===== src/rtl/ogege_pkg.sv =====
// Shared definitions for the VGA palette pipeline.
// Display geometry, colour type and default palette contents.
package ogege_pkg;

    localparam int HRES   = 640;
    localparam int VRES   = 480;
    localparam int HSZ    = $clog2(HRES);
    localparam int VSZ    = $clog2(VRES);
    localparam int ADDR_W = 17;

    typedef logic [11:0] rgb12;

    // Grayscale ramp: entry i holds {i,i,i}
    function automatic rgb12 default_pal(input logic [3:0] idx);
        return {idx, idx, idx};
    endfunction

endpackage


===== src/rtl/palette_ram.sv =====
// 16-entry 12-bit colour palette held in flops.
// One synchronous write port, one combinational read port.
module palette_ram
    import ogege_pkg::*;
(
    input  logic       clk_i,
    input  logic       rstn_i,
    input  logic       we_i,
    input  logic [3:0] wr_idx_i,
    input  rgb12       wr_rgb_i,
    input  logic [3:0] rd_idx_i,
    output rgb12       rd_rgb_o
);

    rgb12 mem [16];

    // Entries reload the grayscale ramp on reset, else take writes
    always_ff @(posedge clk_i or negedge rstn_i) begin
        if (!rstn_i) begin
            for (int i = 0; i < 16; i++) begin
                mem[i] <= default_pal(4'(i));
            end
        end else if (we_i) begin
            mem[wr_idx_i] <= wr_rgb_i;
        end
    end

    assign rd_rgb_o = mem[rd_idx_i];

endmodule


===== src/rtl/vga_palette_pipe.sv =====
// 4bpp framebuffer fetch, palette lookup and sync alignment.
// Vertical scroll is latched at the first blank line of a frame.
module vga_palette_pipe
    import ogege_pkg::*;
#(
    parameter int HRES   = ogege_pkg::HRES,
    parameter int VRES   = ogege_pkg::VRES,
    parameter int HSZ    = $clog2(HRES),
    parameter int VSZ    = $clog2(VRES),
    parameter int ADDR_W = ogege_pkg::ADDR_W
) (
    input  logic              clk_i,
    input  logic              rstn_i,
    input  logic [HSZ-1:0]    hcount_i,
    input  logic [VSZ-1:0]    vcount_i,
    input  logic              de_i,
    input  logic              hsync_i,
    input  logic              vsync_i,
    output logic [ADDR_W-1:0] fb_addr_o,
    input  logic [15:0]       fb_data_i,
    input  logic              pal_we_i,
    input  logic [3:0]        pal_idx_i,
    input  logic [11:0]       pal_rgb_i,
    input  logic              scroll_we_i,
    input  logic [VSZ-1:0]    scroll_i,
    output logic [3:0]        r_o,
    output logic [3:0]        g_o,
    output logic [3:0]        b_o,
    output logic              de_o,
    output logic              hsync_o,
    output logic              vsync_o
);

    // Framebuffer words per line (4 pixels per word)
    localparam logic [31:0] WPL = 32'(HRES / 4);

    // Constant multiply by WPL built from shifted copies
    function automatic logic [ADDR_W-1:0] line_base(
        input logic [VSZ-1:0] line
    );
        logic [ADDR_W-1:0] acc;
        acc = '0;
        for (int b = 0; b < 32; b++) begin
            if (WPL[b]) begin
                acc = acc + (ADDR_W'(line) << b);
            end
        end
        return acc;
    endfunction

    logic [VSZ-1:0] scroll_pend;
    logic [VSZ-1:0] scroll_act;
    logic           scroll_ok;
    logic           apply;
    logic [VSZ:0]   line_sum;
    logic [VSZ-1:0] eff_line;

    logic           de1;
    logic           hs1;
    logic           vs1;
    logic [1:0]     sel1;
    logic [3:0]     nib;
    rgb12           pal_rgb;
    rgb12           rgb2;

    assign scroll_ok = scroll_we_i && (scroll_i < VSZ'(VRES));
    assign apply     = (hcount_i == '0) && (vcount_i == VSZ'(VRES));

    assign line_sum = {1'b0, vcount_i} + {1'b0, scroll_act};
    assign eff_line = (line_sum >= (VSZ+1)'(VRES))
                    ? VSZ'(line_sum - (VSZ+1)'(VRES))
                    : line_sum[VSZ-1:0];

    assign fb_addr_o = de_i
                     ? line_base(eff_line)
                       + ADDR_W'(hcount_i[HSZ-1:2])
                     : '0;

    // Pending scroll takes writes; active scroll updates at frame end
    always_ff @(posedge clk_i or negedge rstn_i) begin
        if (!rstn_i) begin
            scroll_pend <= '0;
            scroll_act  <= '0;
        end else begin
            if (scroll_ok) begin
                scroll_pend <= scroll_i;
            end
            if (apply) begin
                scroll_act <= scroll_ok ? scroll_i : scroll_pend;
            end
        end
    end

    // Stage 1: hold timing while the framebuffer word is fetched
    always_ff @(posedge clk_i or negedge rstn_i) begin
        if (!rstn_i) begin
            de1  <= 1'b0;
            hs1  <= 1'b0;
            vs1  <= 1'b0;
            sel1 <= 2'd0;
        end else begin
            de1  <= de_i;
            hs1  <= hsync_i;
            vs1  <= vsync_i;
            sel1 <= hcount_i[1:0];
        end
    end

    assign nib = fb_data_i[{sel1, 2'b00} +: 4];

    palette_ram u_pal (
        .clk_i    (clk_i),
        .rstn_i   (rstn_i),
        .we_i     (pal_we_i),
        .wr_idx_i (pal_idx_i),
        .wr_rgb_i (pal_rgb_i),
        .rd_idx_i (nib),
        .rd_rgb_o (pal_rgb)
    );

    // Stage 2: register colour (blanked outside display) and timing
    always_ff @(posedge clk_i or negedge rstn_i) begin
        if (!rstn_i) begin
            rgb2    <= '0;
            de_o    <= 1'b0;
            hsync_o <= 1'b0;
            vsync_o <= 1'b0;
        end else begin
            rgb2    <= de1 ? pal_rgb : '0;
            de_o    <= de1;
            hsync_o <= hs1;
            vsync_o <= vs1;
        end
    end

    assign r_o = rgb2[11:8];
    assign g_o = rgb2[7:4];
    assign b_o = rgb2[3:0];

endmodule


===== config.mk =====
export PLATFORM = sky130hd
export DESIGN_NAME = vga_palette_pipe
export DESIGN_NICKNAME = d
export VERILOG_FILES = /design/src/rtl/ogege_pkg.sv /design/src/rtl/palette_ram.sv /design/src/rtl/vga_palette_pipe.sv
export SDC_FILE = /design/constraint.sdc
export NUM_CORES = 1
export LEC_CHECK = 0
export ABC_CLOCK_PERIOD_IN_PS = 4580
export CAP_MARGIN = 20
export CORE_MARGIN = 5
export CORE_UTILIZATION = 53
export CTS_CLUSTER_DIAMETER = 120
export DETAILED_ROUTE_END_ITERATION = 10
export PLACE_DENSITY = 0.77
export REMOVE_ABC_BUFFERS = 1
export SLEW_MARGIN = 25
export SYNTH_ARGS = -nofsm -noshare
export SYNTH_HDL_FRONTEND = slang
export SYNTH_SLANG_ARGS = --single-unit
export TNS_END_PERCENT = 10

===== constraint.sdc =====
create_clock -name clk_i -period 4.58 [get_ports clk_i]
set_clock_uncertainty 0.15 [all_clocks]
set_input_delay 0.687 -clock clk_i [delete_from_list [all_inputs] [get_ports clk_i]]
set_output_delay 0.687 -clock clk_i [all_outputs]
set_load 0.01 [all_outputs]

==> impl_metrics.csv <==
group,metric,value,unit
grt,grt_max_degree,134,
pwr,power.leakage,6.01,nW
flow_run,drv_cap,0,
synth,syn_inst,773,
sta,final_hold_viol_count,0,
cells_and_area,drive_gt1_share,56.7,%
cells_and_area,insertedDiodeCount,0,
critical_path,reg2regPathDepth,5,
clock_tree,clock-sinks,230,
drt,drc_errors,0,
sta,final_max_slew_viol_count,0,
clock_tree,cts.path.max_buffers,3,
clock_tree,numCtsBuffers,25,
critical_path,startpoint_type,"flop",
sta,maxSlewHeadroom,32.3,%
sta,postLayoutSetupSlackWorst,-0.642,ns
floorplanning,initial_utilization,53.9,%
pwr,irDropWorstVdd,220,uV
sta,min_period,5.22,ns
drt,dr.first_iter.drc_count,473,
clock_tree,clock_latency,0.52,ns
sta,tns,-3.32,ns
clock_tree,cts_tree,"yes",
worst_hold_path,hold_path_depth,0,
synth,synth_top_cell_by_area,"dfrtp_1",
sta,grt_setup_unrepaired,"true",
worst_hold_path,worst_hold_path_type,"flop to flop",
synth,ys_ff_latch,230,
floorplanning,num_rows,53,
run_status,violations,"negative setup slack",
cells_and_area,fin_area,14400,um^2
drt,routed_wl,27600,um
floorplanning,core_area,21000,um^2
synth,yosysUniqueCellTypes,49,
drt,firstDrtPassIters,5,
synth,synth.area.top_cells,"dfrtp_1 30%, dfstp_2 22%, mux2_2 21%",
synth,synth_area,11300,um^2
placed_design,gp_congestion,0.885,
drt,vias,7350,
floorplanning,num_io_pins,99,
cells_and_area,syn2layout_area_growth,26.8,%
critical_path,worst_ep_required_time,3.74,ns
floorplanning,die-height,156,um
pwr,power_density,432,nW/um^2
grt,grt_first_pass_wirelength,44100,um
cells_and_area,fin_util,68.4,%
sta,finalSetupViolations,7,
critical_path,crit_path_end_kind,"output port",
run_status,status,"finished, violations left",
clock_tree,clkTransAtPathRegs,0.06,ns
floorplanning,die_w,156,um
grt,first_global_vias,8104,
synth,synth_flop_cell,"dfrtp_1",
drt,post_drt_wl_per_cell,22.6,um
floorplanning,dieArea,24400,um^2
critical_path,crit_path_max_fanout,4,
grt,grt.overflow.total,0,
critical_path,crit_type,"flop to output port",
clock_tree,cts.htree.levels,1,
synth,synth_top_cell_area_share,29.6,%
sta,worstMarginPinSlew,1.02,ns
pwr,finalPower,6.21,mW
drt,ant_nets,0,
cells_and_area,final_nets,1028,
sta,timing.final.crit_share,114,%
grt,antenna_found_initial,0,
placed_design,dp_hpwl,17300,um
synth,async_flop_share,100,%
synth,seq_area_frac_synth,51.9,%
synth,avgSynthCellArea,14.7,um^2
clock_tree,cts-root-buf,"clkbuf_16",
synth,synth_edf_count,0,
critical_path,crit_arrival,4.38,ns
synth,synth_warnings,0,
placed_design,portBuffers,98,
sta,fmax,192,MHz
drt,viasPerCell,6.00,
placed_design,place_area,13000,um^2
grt,grt_usage,22.9,%
[cell usage after synthesis, types with 4 or more instances]
master / number
nand3_1: 6
and2_1: 15
clkbuf_1: 32
nand2_1: 16
o21ai_0: 10
dfrtp_1: 134
mux2_2: 209
mux2i_1: 26
inv_1: 16
xnor2_1: 11
nor3_1: 9
nor2_1: 14
buf_6: 4
nand2b_1: 6
ha_1: 26
buf_2: 7
mux4_2: 52
o22ai_1: 13
a21oi_1: 16
dfstp_2: 96
xor2_1: 4
nor2b_1: 6
[layer usage]
layer  routed length (um)  GRT usage (%)
met5                    0              0
met2                13700           38.6
met3                 1820           3.91
met4                  592           5.37
met1                11500           31.4
[per-stage QoR]
step	hold WS, ns	setup WS, ns	instances
6_report	0.202	-0.642	1225
5_1_grt	0.217	-0.806	1225
2_1_floorplan	0.181	-0.309	727
3_3_place_gp	0.189	-1.34	1162
3_5_place_dp	0.187	-1.51	1162
4_1_cts	0.172	-0.572	1215
[registers in the layout, indices dropped and copies added (netlist names)]
signal and cells:
de1 1, sel1 2, vs1 1, scroll_pend 9, rgb2 12, u_pal.mem 192
hs1 1, scroll_act 9, de_o 1, hsync_o 1, vsync_o 1
[report_power, final]
group	switching [mW]	internal, mW
Combinational	0.528	0.836
Clock	0.791	1.24
Sequential	0.214	2.60
Total	1.53	4.68
[final cells by class]
class                           count  area [um^2]
Clock buffer                       36          747
Tap cell                          275          344
Fill cell                        1360         6650
Sequential cell                   230         5880
Clock inverter                      9          103
Inverter                           16         60.1
Multi-Input combinational cell    481         5600
Timing Repair Buffer              178         1640
[final timing paths]
path                          startpoint        endpoint  slack, ns
max in group asynchronous         rstn_i    u_pal.mem[9]       2.57
max reg2reg                      sel1[0]         rgb2[9]       1.63
min reg2reg                          vs1         vsync_o       0.20
max                        scroll_act[0]   fb_addr_o[14]      -0.64
min in group asynchronous         rstn_i  u_pal.mem[146]       0.47
min                                  vs1         vsync_o       0.20
[placed cells by master, fill, tap and decap left out, types with 3 or more instances in the layout]
cell type	n
a21o_1	3
a21oi_1	9
a21oi_2	4
a21oi_4	4
and2_1	15
buf_12	4
buf_2	6
buf_4	71
clkbuf_1	3
clkbuf_16	25
clkbuf_8	8
clkdlybuf4s50_1	80
clkinv_2	5
dfrtp_1	134
dfstp_2	96
dlygate4sd2_1	7
ha_1	11
ha_4	14
inv_1	16
mux2_2	209
mux2i_1	26
mux4_2	51
nand2_1	15
nand2b_1	6
nand3_1	6
nor2_1	13
nor2b_1	4
nor3_1	4
nor3_4	4
nor4_1	3
o21ai_0	4
o21ai_2	4
o22ai_1	13
xnor2_1	7
xnor2_2	3
xor2_1	3
[timing repair]
action,CTS,global route
endpoints found under the hold margin,0,18
resized for setup,86,16
buffers inserted,9,7
pin swaps,27,25
hold buffers,0,1
setup endpoints to repair,10,8
[kinds of logic (layout without fill, tap and decap cells)]
| group | count (synthesis) | in the layout | share of synthesized area, % |
|---|---|---|---|
| mux | 287 | 287 | 33.4 |
| flops | 230 | 230 | 51.9 |
| xor+xnor | 15 | 15 | 1.16 |
| compound gates | 59 | 59 | 3.32 |
| fa+ha+maj | 29 | 29 | 3.40 |
| simple gates | 91 | 91 | 4.45 |
| buf+inv | 62 | 239 | 2.40 |
[worst max-delay path: stages, from the launching register on]
cell and delay, ns:
dfrtp_1 0.40, ha_2 0.20, fa_2 0.39, a211oi_2 0.31
o21ai_1 0.10, a211oi_1 0.24, buf_4 0.16, nor2_4 0.05
buf_6 0.12, buf_8 0.12, xor2_4 0.15, mux2i_1 0.25
o221ai_1 0.18, ha_1 0.39, a21oi_2 0.17, o21ai_2 0.09
buf_4 0.14, xor2_1 0.13, and2_1 0.15, buf_2 0.13
Note: power is estimated with default switching activity, not from simulation.
